File: src/rtl/shared_delay_arbiter.sv
// shared_delay_arbiter: two requesters share one DEPTH-stage delay line via round-robin;
// a tag rides with each word so the last stage is steered back to its owner.
module shared_delay_arbiter #(
  parameter int WIDTH = 4,
  parameter int DEPTH = 3
) (
  input  logic             CLK,
  input  logic             ASYNCRESETN,
  input  logic [WIDTH-1:0] I0,
  input  logic             I0_valid,
  output logic             I0_ready,
  input  logic [WIDTH-1:0] I1,
  input  logic             I1_valid,
  output logic             I1_ready,
  output logic [WIDTH-1:0] O,
  output logic             O_valid0,
  output logic             O_valid1,
  input  logic             O_ready0,
  input  logic             O_ready1,
  output logic             busy
);
  logic [WIDTH-1:0] r_data [DEPTH];
  logic [DEPTH-1:0] r_v;
  logic [DEPTH-1:0] r_tag;
  logic             r_last;
  logic             w_adv;
  logic             w_grant;
  logic             w_any;
  // The whole line moves together; a blocked last stage freezes every stage.
  assign w_adv    = !r_v[DEPTH-1] | (r_tag[DEPTH-1] ? O_ready1 : O_ready0);
  assign w_any    = I0_valid | I1_valid;
  assign w_grant  = (I0_valid & I1_valid) ? !r_last : I1_valid;
  assign I0_ready = w_adv & I0_valid & !w_grant;
  assign I1_ready = w_adv & I1_valid & w_grant;
  assign O        = r_data[DEPTH-1];
  assign O_valid0 = r_v[DEPTH-1] & !r_tag[DEPTH-1];
  assign O_valid1 = r_v[DEPTH-1] & r_tag[DEPTH-1];
  assign busy     = |r_v;
  always_ff @(posedge CLK or negedge ASYNCRESETN) begin
    if (!ASYNCRESETN) begin
      r_v    <= '0;
      r_tag  <= '0;
      r_last <= 1'b1;
      for (int k = 0; k < DEPTH; k++) r_data[k] <= '0;
    end else if (w_adv) begin
      for (int k = DEPTH - 1; k > 0; k--) begin
        r_data[k] <= r_data[k-1];
        r_v[k]    <= r_v[k-1];
        r_tag[k]  <= r_tag[k-1];
      end
      r_data[0] <= w_grant ? I1 : I0;
      r_v[0]    <= w_any;
      r_tag[0]  <= w_grant;
      if (w_any) r_last <= w_grant;
    end
  end
endmodule

File: config.mk
export PLATFORM = sky130hd
export DESIGN_NAME = shared_delay_arbiter
export DESIGN_NICKNAME = d
export VERILOG_FILES = /design/src/rtl/shared_delay_arbiter.sv
export SDC_FILE = /design/constraint.sdc
export NUM_CORES = 1
export LEC_CHECK = 0
export ABC_AREA = 1
export BUFFER_PORTS_ARGS = -buffer_cell sky130_fd_sc_hd__buf_2
export CAP_MARGIN = 15
export CELL_PAD_IN_SITES_DETAIL_PLACEMENT = 0
export CELL_PAD_IN_SITES_GLOBAL_PLACEMENT = 1
export CORE_MARGIN = 1.5
export CORE_UTILIZATION = 33
export CTS_BUF_LIST = sky130_fd_sc_hd__clkbuf_8 sky130_fd_sc_hd__clkbuf_16
export CTS_CLUSTER_DIAMETER = 200
export DETAILED_ROUTE_END_ITERATION = 10
export PLACE_DENSITY_LB_ADDON = 0.1
export SYNTH_ARGS = -nofsm -noshare
export SYNTH_HDL_FRONTEND = slang
export SYNTH_SLANG_ARGS = --single-unit
File: constraint.sdc
create_clock -name CLK -period 1 [get_ports CLK]
set_input_delay 0.1 -clock CLK [delete_from_list [all_inputs] [get_ports CLK]]
set_output_delay 0.1 -clock CLK [all_outputs]
set_load 0.05 [all_outputs]
==> results_dict.tcl <==
set metrics [dict create \
    sequentialPowerShare_pct 28.7 \
    rr_endpoint "r_v[1]" \
    clockBufferDepth 2 \
    vias 795 \
    path_max_fanout 2 \
    leakagePower_nw 0.768 \
    io_pins 23 \
    netlist_area_sq_um 898 \
    worst_slew_pin_slew_ps 443 \
    final_core_util_pct 58.7 \
    worstSkewPairLatency_ps 260 \
    rows 18 \
    finalCriticalPeriod_ps 1390 \
    switching_power_mw 2.16 \
    drtIter0Drc 10 \
    reg2reg_slack_ps -270 \
    reg2reg_depth 7 \
    synth_seq_cells 19 \
    tns_ps -5410 \
    portBuffers 22 \
    syn_area_per_cell_sq_um 8.24 \
    initial_utilization_pct 35.6 \
    areaGrowthSynthToFinish_pct 64.9 \
    vdd_drop_max_mv 1.82 \
    clock-sinks 19 \
    cts_made_buffers 3 \
    syn-num-nets 123 \
    power_per_cell_area_nw_per_um2 3340 \
    drv_slew 0 \
    p_sw_share_pct 43.7 \
    finalSetupViolations 24 \
    rsz0062_at_grt "true" \
    avgRoutedWirePerCell_um 12.5 \
    violations "setup timing" \
    dp_cells 164 \
    place_area_sq_um 1090 \
    grt_pass1_wl_um 3430 \
    die_w_um 55.2 \
    grt_max_degree 20 \
    drtPass1Iterations 2 \
    worstPathRequired_ps 900 \
    endpoint "I1_ready" \
    wl_um 2210 \
    layout_setup_ws_ps -393 \
    vias_per_cell 4.49 \
    htree_levels 1 \
    path_clk_slew_ps 70 \
    finalHoldViolCount 0 \
    fmax_mhz 718 \
    finalCritPeriodShare_pct 139 \
    layout.nets 162 \
    drv_cap 0 \
    setup.worst_path.start "r_last" \
    antenna_found_initial 0 \
    layout-drive-gt1-share_pct 57.8 \
    ys_seq_area_share_pct 53.1 \
    final_cells 177 \
    cp.arrival_ps 1290 \
    grt_overflow_total 0 \
    syn_inst 109 \
    final_cell_area_sq_um 1480 \
    p_clk_share_pct 10.8 \
    finClkSkew_ps 2.98 \
    core_area_sq_um 2520 \
    place_congestion 0.764 \
    r2r_start "r_tag[2]" \
    root_buffer "clkbuf_8" \
    antenna_cells 0 \
    cts_tree "built" \
    slew_headroom_pct 70.5 \
    die_area_sq_um 3040 \
    status "finished with violations" \
    power_frac_comb_pct 60.6 \
    die_h_um 55.2 \
    grt_pass1_vias 750 \
    synth_cell_types 14 \
    ant_nets 0 \
    hold_path.class "in2reg" \
    yosysWarnings 0 \
    end_kind "primary output" \
    drc 0 \
    grtUsageTotal_pct 16.1 \
    p_int_mw 2.79 \
    start_kind "flop" \
    dpl.hpwl_um 1320 \
    path_class "reg2out" \
]
-- synth_stat cells --
library cell	number	area, sq um
inv_1	18	67.6
nand2_2	1	6.26
nor2_1	1	3.75
nor3_2	1	10.0
buf_6	2	22.5
o21ai_0	7	35.0
dfstp_2	1	26.3
nand3_2	1	10.0
nand3b_1	4	30.0
dfrtp_1	18	450
o21ai_2	1	8.76
nand2_1	42	158
nand3_1	8	40.0
buf_4	4	30.0
-- worst max-delay path: stages (launching register included) --
cell,delay [ps]
dfstp_2,540
nand2_2,60
nand2_2,70
inv_2,60
nand2_4,80
clkinvlp_4,80
buf_8,150
-- cells by family after synthesis --
family / synth area share [%]
AND/OR/NAND/NOR: 28.7
AO/OA/AOI/OAI: 4.87
buffers and inverters: 13.4
flip-flops: 53.1
-- cells in the final DEF (no fill, tap or decap), types with 4 or more instances in the layout --
cell type,synthesis,final
o21ai_1,0,5
buf_8,0,7
nand2_2,1,16
nand3b_1,4,4
dfrtp_1,18,16
nand2_4,0,5
buf_2,0,13
inv_1,18,13
nand2_1,42,22
buf_6,2,9
nand3_2,1,5
buf_4,4,5
-- final cells by class --
type,count,area [sq um]
clock buffer,3,41.3
clock inverter,1,5.00
fill,250,1040
inverter,18,76.3
multi-input combinational,66,455
sequential,19,479
tap,30,37.5
timing repair buffer,40,387
-- metrics by stage --
| stage | hold WS, ps | power (mW) | setup WS, ps |
|---|---|---|---|
| 4_1_cts | 142 | 4.29 | -392 |
| 3_5_place_dp | 68.8 | 3.15 | -192 |
| 5_1_grt | 186 | 5.30 | -455 |
| 3_3_place_gp | 67.0 | 3.12 | -162 |
| 2_1_floorplan | -196 | 2.77 | -290 |
| 6_report | 156 | 4.95 | -393 |
-- what timing repair did --
action / CTS / global route
gates resized for setup: 33 / 48
hold buffers: 1 / 0
endpoints found under the setup margin: 24 / 27
setup buffers: 5 / 7
pin swaps: 2 / 6
endpoints found under the hold margin: 18 / 0
gates cloned: 1 / 1
-- worst min-delay path by stage --
stage	startpoint	endpoint	cells past startpoint
final	I0[2]	r_data[10]	5
after global routing	I1[0]	r_data[8]	4
after CTS	I0[2]	r_data[10]	5
after global placement	ASYNCRESETN	r_v[1]	1
after floorplan	ASYNCRESETN	O[0]	0
after detailed placement	ASYNCRESETN	r_v[2]	1
-- flip-flops by register name, indices dropped and copies added (netlist names) --
name    cells
O           4
r_data      8
r_last      1
r_tag       3
r_v         3
-- power by group through the flow --
stage	Combinational, mW	Clock (mW)	Sequential [mW]
3_3_place_gp	1.77	0	1.35
6_report	3.00	0.534	1.42
3_5_place_dp	1.79	0	1.36
4_1_cts	2.38	0.555	1.36
2_1_floorplan	1.45	0	1.33
5_1_grt	3.23	0.604	1.47
-- routing by layer --
layer | GRT usage (%) | vias up | part of all wire, %
li1 | - | 403 | -
met1 | 20.1 | 371 | 45
met2 | 27.8 | 21 | 51
met3 | 5.11 | 0 | 4.4
met4 | 2.44 | 0 | 0
met5 | 0 | - | 0
Note: power is estimated with default switching activity, not from simulation.
